**config.mk**
```make
export PLATFORM = sky130hd
export DESIGN_NAME = sensemi_axil_regs_bridge
export DESIGN_NICKNAME = d
export VERILOG_FILES = /design/src/rtl/sensemi_axil_pkg.sv /design/src/rtl/sensemi_axil_regs_bridge.sv
export SDC_FILE = /design/constraint.sdc
export NUM_CORES = 1
export LEC_CHECK = 0
export BUFFER_PORTS_ARGS = -buffer_cell sky130_fd_sc_hd__buf_2
export CAP_MARGIN = 20
export CORE_AREA = 2 2 96 98
export DETAILED_ROUTE_END_ITERATION = 12
export DIE_AREA = 0 0 98 100
export MAX_ROUTING_LAYER = met4
export PLACE_DENSITY_LB_ADDON = 0.08
export SLEW_MARGIN = 40
export SYNTH_ARGS = -nofsm -noshare
export SYNTH_HDL_FRONTEND = slang
export SYNTH_SLANG_ARGS = --single-unit
```
**constraint.sdc**
```tcl
create_clock -name s_axi_aclk -period 2.25 [get_ports s_axi_aclk]
set_clock_uncertainty 0.15 [all_clocks]
set_input_delay 0.225 -clock s_axi_aclk [delete_from_list [all_inputs] [get_ports s_axi_aclk]]
set_output_delay 0.225 -clock s_axi_aclk [all_outputs]
set_load 0.01 [all_outputs]
```
**src/rtl/sensemi_axil_pkg.sv**
```systemverilog
// Shared types and constants for the sensemi AXI4-Lite register bridge.
package sensemi_axil_pkg;

  typedef enum logic [2:0] {
    IDLE,
    WR_EXEC,
    WR_RESP,
    RD_EXEC,
    RD_WAIT,
    RD_RESP
  } axil_state_t;

  localparam logic [1:0] AXI_RESP_OKAY   = 2'b00;
  localparam logic [1:0] AXI_RESP_SLVERR = 2'b10;

endpackage

```
**src/rtl/sensemi_axil_regs_bridge.sv**
```systemverilog
// AXI4-Lite slave that turns each write/read into a one-cycle strobe on the simple register bus.
// One transaction is in flight at a time; ties between reads and writes alternate.
module sensemi_axil_regs_bridge
  import sensemi_axil_pkg::*;
#(
  parameter  int AXI_ADDR_WIDTH = 13,
  parameter  int AXI_DATA_WIDTH = 32,
  parameter  int RD_LATENCY     = 1,
  localparam int ADDR_LSB       = AXI_DATA_WIDTH / 32 + 1,
  localparam int OFS_W          = AXI_ADDR_WIDTH - ADDR_LSB
) (
  input  logic                        s_axi_aclk,
  input  logic                        s_axi_aresetn,
  input  logic [AXI_ADDR_WIDTH-1:0]   s_axi_awaddr,
  input  logic [2:0]                  s_axi_awprot,
  input  logic                        s_axi_awvalid,
  output logic                        s_axi_awready,
  input  logic [AXI_DATA_WIDTH-1:0]   s_axi_wdata,
  input  logic [AXI_DATA_WIDTH/8-1:0] s_axi_wstrb,
  input  logic                        s_axi_wvalid,
  output logic                        s_axi_wready,
  output logic [1:0]                  s_axi_bresp,
  output logic                        s_axi_bvalid,
  input  logic                        s_axi_bready,
  input  logic [AXI_ADDR_WIDTH-1:0]   s_axi_araddr,
  input  logic [2:0]                  s_axi_arprot,
  input  logic                        s_axi_arvalid,
  output logic                        s_axi_arready,
  output logic [AXI_DATA_WIDTH-1:0]   s_axi_rdata,
  output logic [1:0]                  s_axi_rresp,
  output logic                        s_axi_rvalid,
  input  logic                        s_axi_rready,
  output logic                        reg_wren,
  output logic [OFS_W-1:0]            reg_wr_offset,
  output logic [AXI_DATA_WIDTH-1:0]   reg_wdata,
  output logic                        reg_rden,
  output logic [OFS_W-1:0]            reg_rd_offset,
  input  logic [AXI_DATA_WIDTH-1:0]   reg_rdata
);

  axil_state_t                r_state;
  axil_state_t                w_next;
  logic                       r_last_wr;
  logic [3:0]                 r_lat_cnt;
  logic                       r_bvalid;
  logic [1:0]                 r_bresp;
  logic                       r_rvalid;
  logic [1:0]                 r_rresp;
  logic [AXI_DATA_WIDTH-1:0]  r_rdata;
  logic                       r_wren;
  logic [OFS_W-1:0]           r_wr_offset;
  logic [AXI_DATA_WIDTH-1:0]  r_wdata;
  logic                       r_rden;
  logic [OFS_W-1:0]           r_rd_offset;
  logic                       w_wr_elig;
  logic                       w_rd_elig;
  logic                       w_grant_wr;
  logic                       w_grant_rd;
  logic                       w_strb_full;
  logic                       w_unused;

  // Byte-lane bits of the address and the protection fields carry no meaning here.
  assign w_unused = ^{s_axi_awaddr[ADDR_LSB-1:0], s_axi_araddr[ADDR_LSB-1:0],
                      s_axi_awprot, s_axi_arprot};

  assign w_strb_full = (s_axi_wstrb == '1);

  // Readies are gated by reset so nothing is accepted while the bridge is being cleared.
  always_comb begin
    w_wr_elig  = s_axi_awvalid && s_axi_wvalid;
    w_rd_elig  = s_axi_arvalid;
    w_grant_wr = 1'b0;
    w_grant_rd = 1'b0;
    if (s_axi_aresetn && (r_state == IDLE)) begin
      w_grant_wr = w_wr_elig && (!w_rd_elig || !r_last_wr);
      w_grant_rd = w_rd_elig && (!w_wr_elig ||  r_last_wr);
    end
  end

  assign s_axi_awready = w_grant_wr;
  assign s_axi_wready  = w_grant_wr;
  assign s_axi_arready = w_grant_rd;

  always_comb begin
    w_next = r_state;
    case (r_state)
      IDLE: begin
        if (w_grant_wr)      w_next = w_strb_full ? WR_EXEC : WR_RESP;
        else if (w_grant_rd) w_next = RD_EXEC;
      end
      WR_EXEC: w_next = WR_RESP;
      WR_RESP: if (s_axi_bready) w_next = IDLE;
      RD_EXEC: w_next = RD_WAIT;
      RD_WAIT: if (r_lat_cnt == 4'd0) w_next = RD_RESP;
      RD_RESP: if (s_axi_rready) w_next = IDLE;
      default: w_next = IDLE;
    endcase
  end

  always_ff @(posedge s_axi_aclk) begin
    if (!s_axi_aresetn) begin
      r_state     <= IDLE;
      r_last_wr   <= 1'b0;
      r_lat_cnt   <= 4'd0;
      r_bvalid    <= 1'b0;
      r_bresp     <= AXI_RESP_OKAY;
      r_rvalid    <= 1'b0;
      r_rresp     <= AXI_RESP_OKAY;
      r_rdata     <= '0;
      r_wren      <= 1'b0;
      r_wr_offset <= '0;
      r_wdata     <= '0;
      r_rden      <= 1'b0;
      r_rd_offset <= '0;
    end else begin
      r_state <= w_next;
      r_wren  <= 1'b0;
      r_rden  <= 1'b0;
      if (w_grant_wr) begin
        r_wr_offset <= s_axi_awaddr[AXI_ADDR_WIDTH-1:ADDR_LSB];
        r_wdata     <= s_axi_wdata;
        r_last_wr   <= 1'b1;
        r_wren      <= w_strb_full;
        // Partial strobes are refused outright, so the error response goes out immediately.
        r_bvalid    <= !w_strb_full;
        r_bresp     <= w_strb_full ? AXI_RESP_OKAY : AXI_RESP_SLVERR;
      end
      if (w_grant_rd) begin
        r_rd_offset <= s_axi_araddr[AXI_ADDR_WIDTH-1:ADDR_LSB];
        r_rden      <= 1'b1;
        r_last_wr   <= 1'b0;
      end
      case (r_state)
        WR_EXEC: r_bvalid <= 1'b1;
        WR_RESP: if (s_axi_bready) r_bvalid <= 1'b0;
        RD_EXEC: r_lat_cnt <= 4'(RD_LATENCY - 1);
        RD_WAIT: begin
          if (r_lat_cnt == 4'd0) begin
            r_rdata  <= reg_rdata;
            r_rresp  <= AXI_RESP_OKAY;
            r_rvalid <= 1'b1;
          end else begin
            r_lat_cnt <= r_lat_cnt - 4'd1;
          end
        end
        RD_RESP: if (s_axi_rready) r_rvalid <= 1'b0;
        default: ;
      endcase
    end
  end

  assign s_axi_bvalid  = r_bvalid;
  assign s_axi_bresp   = r_bresp;
  assign s_axi_rvalid  = r_rvalid;
  assign s_axi_rresp   = r_rresp;
  assign s_axi_rdata   = r_rdata;
  assign reg_wren      = r_wren;
  assign reg_wr_offset = r_wr_offset;
  assign reg_wdata     = r_wdata;
  assign reg_rden      = r_rden;
  assign reg_rd_offset = r_rd_offset;

endmodule

```
==> flow_summary.toml <==
[sta]
slew_headroom_pct = 57.1
period_share_pct = 95.2
hold_violations = 0
fmax_ghz = 0.467
setup_viol = 0
setup_tns_ns = 0
worstMarginPinSlew_ns = 0.643
rsz0062_at_grt = "no"
period_minus_slack_ns = 2.14
final-max-slew-violation-count = 0

[route]
wl_per_cell_um = 12.4
ant_nets = 0
dr.pass1.iters = 4
vias = 3924
drc = 0
drt_iter0_markers = 147
routed_wirelength_um = 10500
drt-vias-per-instance = 4.64

[synth]
synth_warnings = 0
synthSimpleGateAreaFrac_pct = 24.0
synth_top_family_by_area = "simple AND/OR/NAND/NOR gates"
synth.area.mux_share_pct = 0.805
synth_area_leaders = "dfxtp_1 53%, nand2_1 18%, o21ai_0 7.4%"
synth_edf_count = 0
syn_area_per_cell_um2 = 8.12
yosysTopAreaCell = "dfxtp_1"
ys_types = 38
synthTopCellsByCount = "179 x nand2_1, 99 x dfxtp_1, 55 x o21ai_0"
yosysMostFrequentCell = "nand2_1"
synth_compound_area_share_pct = 15.2
syn-instance-count = 459
synthXorXnorAreaFrac_pct = 0.235
netlist.area_leader.share_pct = 53.2
synthAdderAreaFrac_pct = 0.671
async_flop_share_pct = 0
netlist_area_mm2 = 0.00373
synth-main-ff-cell = "dfxtp_1"
ys_seq_area_share_pct = 53.2
ys_ff_latch = 99

[hold_path]
hold_start = "s_axi_aresetn"
min_to = "reg_rd_offset[10]"
hold_path.class = "input port to flip-flop"
min_path_cells = 3

[floorplan]
coreArea_mm2 = 0.00889
ios = 204
start_util_pct = 41.9
die_h_um = 100
row_count = 35
die_area_mm2 = 0.00980
die_x_um = 98

[setup_path]
r2r_start = "r_lat_cnt[0]"
rr_worst_depth = 7
path_cells = "nor4b_4 -> and3b_2 -> buf_12 -> buf_2"
worst_setup_path_start_kind = "flip-flop"
critPathRequiredTime_ns = 1.88
cpMaxStageDelayCell = "dfxtp_1"
critPathKind = "flip-flop to output pin"
regToRegEndpoint = "s_axi_rdata[9]"
critPathTopFamily = "simple AND/OR/NAND/NOR gates"
path_buf_inv = 2
worstPathMaxFanout = 47
cpPeakStageDelay_ns = 0.42
r2r_slack_ns = 0.21
worstPathArrival_ns = 1.77
cp-end-kind = "output pin"

[pwr]
p_seq_share_pct = 48.6
total_power_mw = 4.23
swShare_pct = 29.6
power.share.clock_pct = 27.4
combPwrFrac_pct = 23.9
switchingPower_mw = 1.25
power_density_mw_per_mm2 = 723
ir_drop_mv = 0.391
internal_power_mw = 2.98
power.leakage_nw = 2.67

[global_routing]
track_usage_pct = 21.9
grt_max_degree = 62
grt_pass1_vias = 3695
antenna_found_initial = 0
grt_pass1_wl_um = 17300
grt_overflow = 0

[cells_and_area]
fillers = 727
syn_to_final_growth_pct = 56.9
nets = 839
antenna_cells = 0
drive_gt1_share_pct = 31.2
multi_input_area_mm2 = 0.00154
final_cells = 845
register_area_mm2 = 0.00198

[job]
drv_cap = 0

[clock_tree]
clk_path_buf_depth = 2
cts_tree = "done"
cts-resized-gates = 0
h-tree-depth = 3
root_buffer = "clkbuf_8"
cts_buffers = 9
clock_latency_ns = 0.35
path_clk_slew_ns = 0.10
clkSinkCount = 99

[placed_design]
placed_cells = 739
port_buffers = 190
globalplace.congestion = 0.788
hpwl_um = 6500

[run_status]
status = "finished clean"
## cell families after synthesis
family | count (synthesis)
AND/OR/NAND/NOR | 212
AO/OA/AOI/OAI | 101
multiplexers | 3
other | 1
XOR/XNOR | 1
buffers and inverters | 40
adder cells (fa/ha/maj) | 2
flip-flops | 99
## layout make-up
cell class / instances / area share [%]
flip-flops and latches: 99 / 33.9
repair buffers: 294 / 33.8
multi-input cells: 322 / 26.3
well taps: 111 / 2.37
clock buffers: 10 / 2.35
clock inverters: 5 / 1.07
inverters: 4 / 0.257
## per-stage QoR
| stage | area (µm²) | utilization (%) | setup WS [ns] | hold WS, ns |
|---|---|---|---|---|
| after floorplan | 3740 | - | 0.486 | 0.169 |
| after global placement | 4750 | 53.4 | 0.306 | 0.269 |
| after detailed placement | 4750 | 53.4 | 0.213 | 0.274 |
| after CTS | 5830 | 65.6 | 0.0215 | 0.0805 |
| after global routing | 5850 | 65.8 | 0.00745 | 0.0972 |
| final | 5850 | 65.8 | 0.107 | 0.109 |
## power by group through the flow
stage	clock, mW	combinational, mW	sequential [mW]
floorplan	0	0.465	2.16
finish	1.16	1.01	2.06
global route	1.28	1.12	2.09
CTS	1.20	0.996	2.06
global placement	0	0.862	2.09
detailed placement	0	0.872	2.10
## how the worst max path moves through the flow
stage | slack [ns] | to | start | cells past startpoint
detailed placement | 0.21 | s_axi_rdata[28] | r_lat_cnt[0] | 7
CTS | 0.02 | s_axi_awready | r_state[1] | 4
finish | 0.11 | s_axi_wready | r_state[1] | 4
global route | 0.007 | s_axi_wready | r_state[1] | 4
floorplan | 0.49 | s_axi_wready | r_state[2] | 6
global placement | 0.31 | s_axi_rdata[14] | r_lat_cnt[0] | 7
## flip-flops by register name (all words and copies together), names as in the netlist, 3 cells and up
signal / cells
reg_wdata: 32
r_lat_cnt: 4
reg_wr_offset: 11
reg_rd_offset: 11
s_axi_rdata: 32
r_state: 3
## tightest hold or removal path, delay by kind of cell
kind          cells  cell delay [ns]
buf+inv           2             0.24
simple gates      1             0.11
## cells in the final DEF, fill, tap and decap left out, types with 2 or more instances in the layout
cell type | netlist | final
a21o_1 | 2 | 2
a21oi_1 | 35 | 35
and2_1 | 2 | 2
buf_12 | 0 | 2
buf_2 | 12 | 190
buf_4 | 9 | 14
clkbuf_8 | 0 | 10
clkinvlp_4 | 0 | 2
conb_1 | 1 | 3
dfxtp_1 | 99 | 99
dlygate4sd3_1 | 0 | 88
ha_1 | 2 | 2
inv_1 | 4 | 4
mux2i_1 | 3 | 3
nand2_1 | 179 | 179
nand3_1 | 6 | 6
nand4b_1 | 3 | 3
nor2_1 | 9 | 9
nor3_1 | 3 | 3
o211a_1 | 2 | 2
o21ai_0 | 55 | 55
o311ai_0 | 2 | 2
## routing by layer
| metal | vias up | share of wire [%] | track usage (%) |
|---|---|---|---|
| met4 | 0 | 2.4 | 8.33 |
| met5 | - | 0 | - |
| met2 | 144 | 46 | 34.7 |
| li1 | 2028 | - | - |
| met3 | 22 | 6.4 | 4.81 |
| met1 | 1730 | 45 | 27.5 |
## repair_timing
action	4_1_cts	5_1_grt
endpoints found under the setup margin	0	2
hold endpoints to repair	88	0
hold buffers	88	0
buffers inserted	0	3
Note: power is estimated with default switching activity, not from simulation.
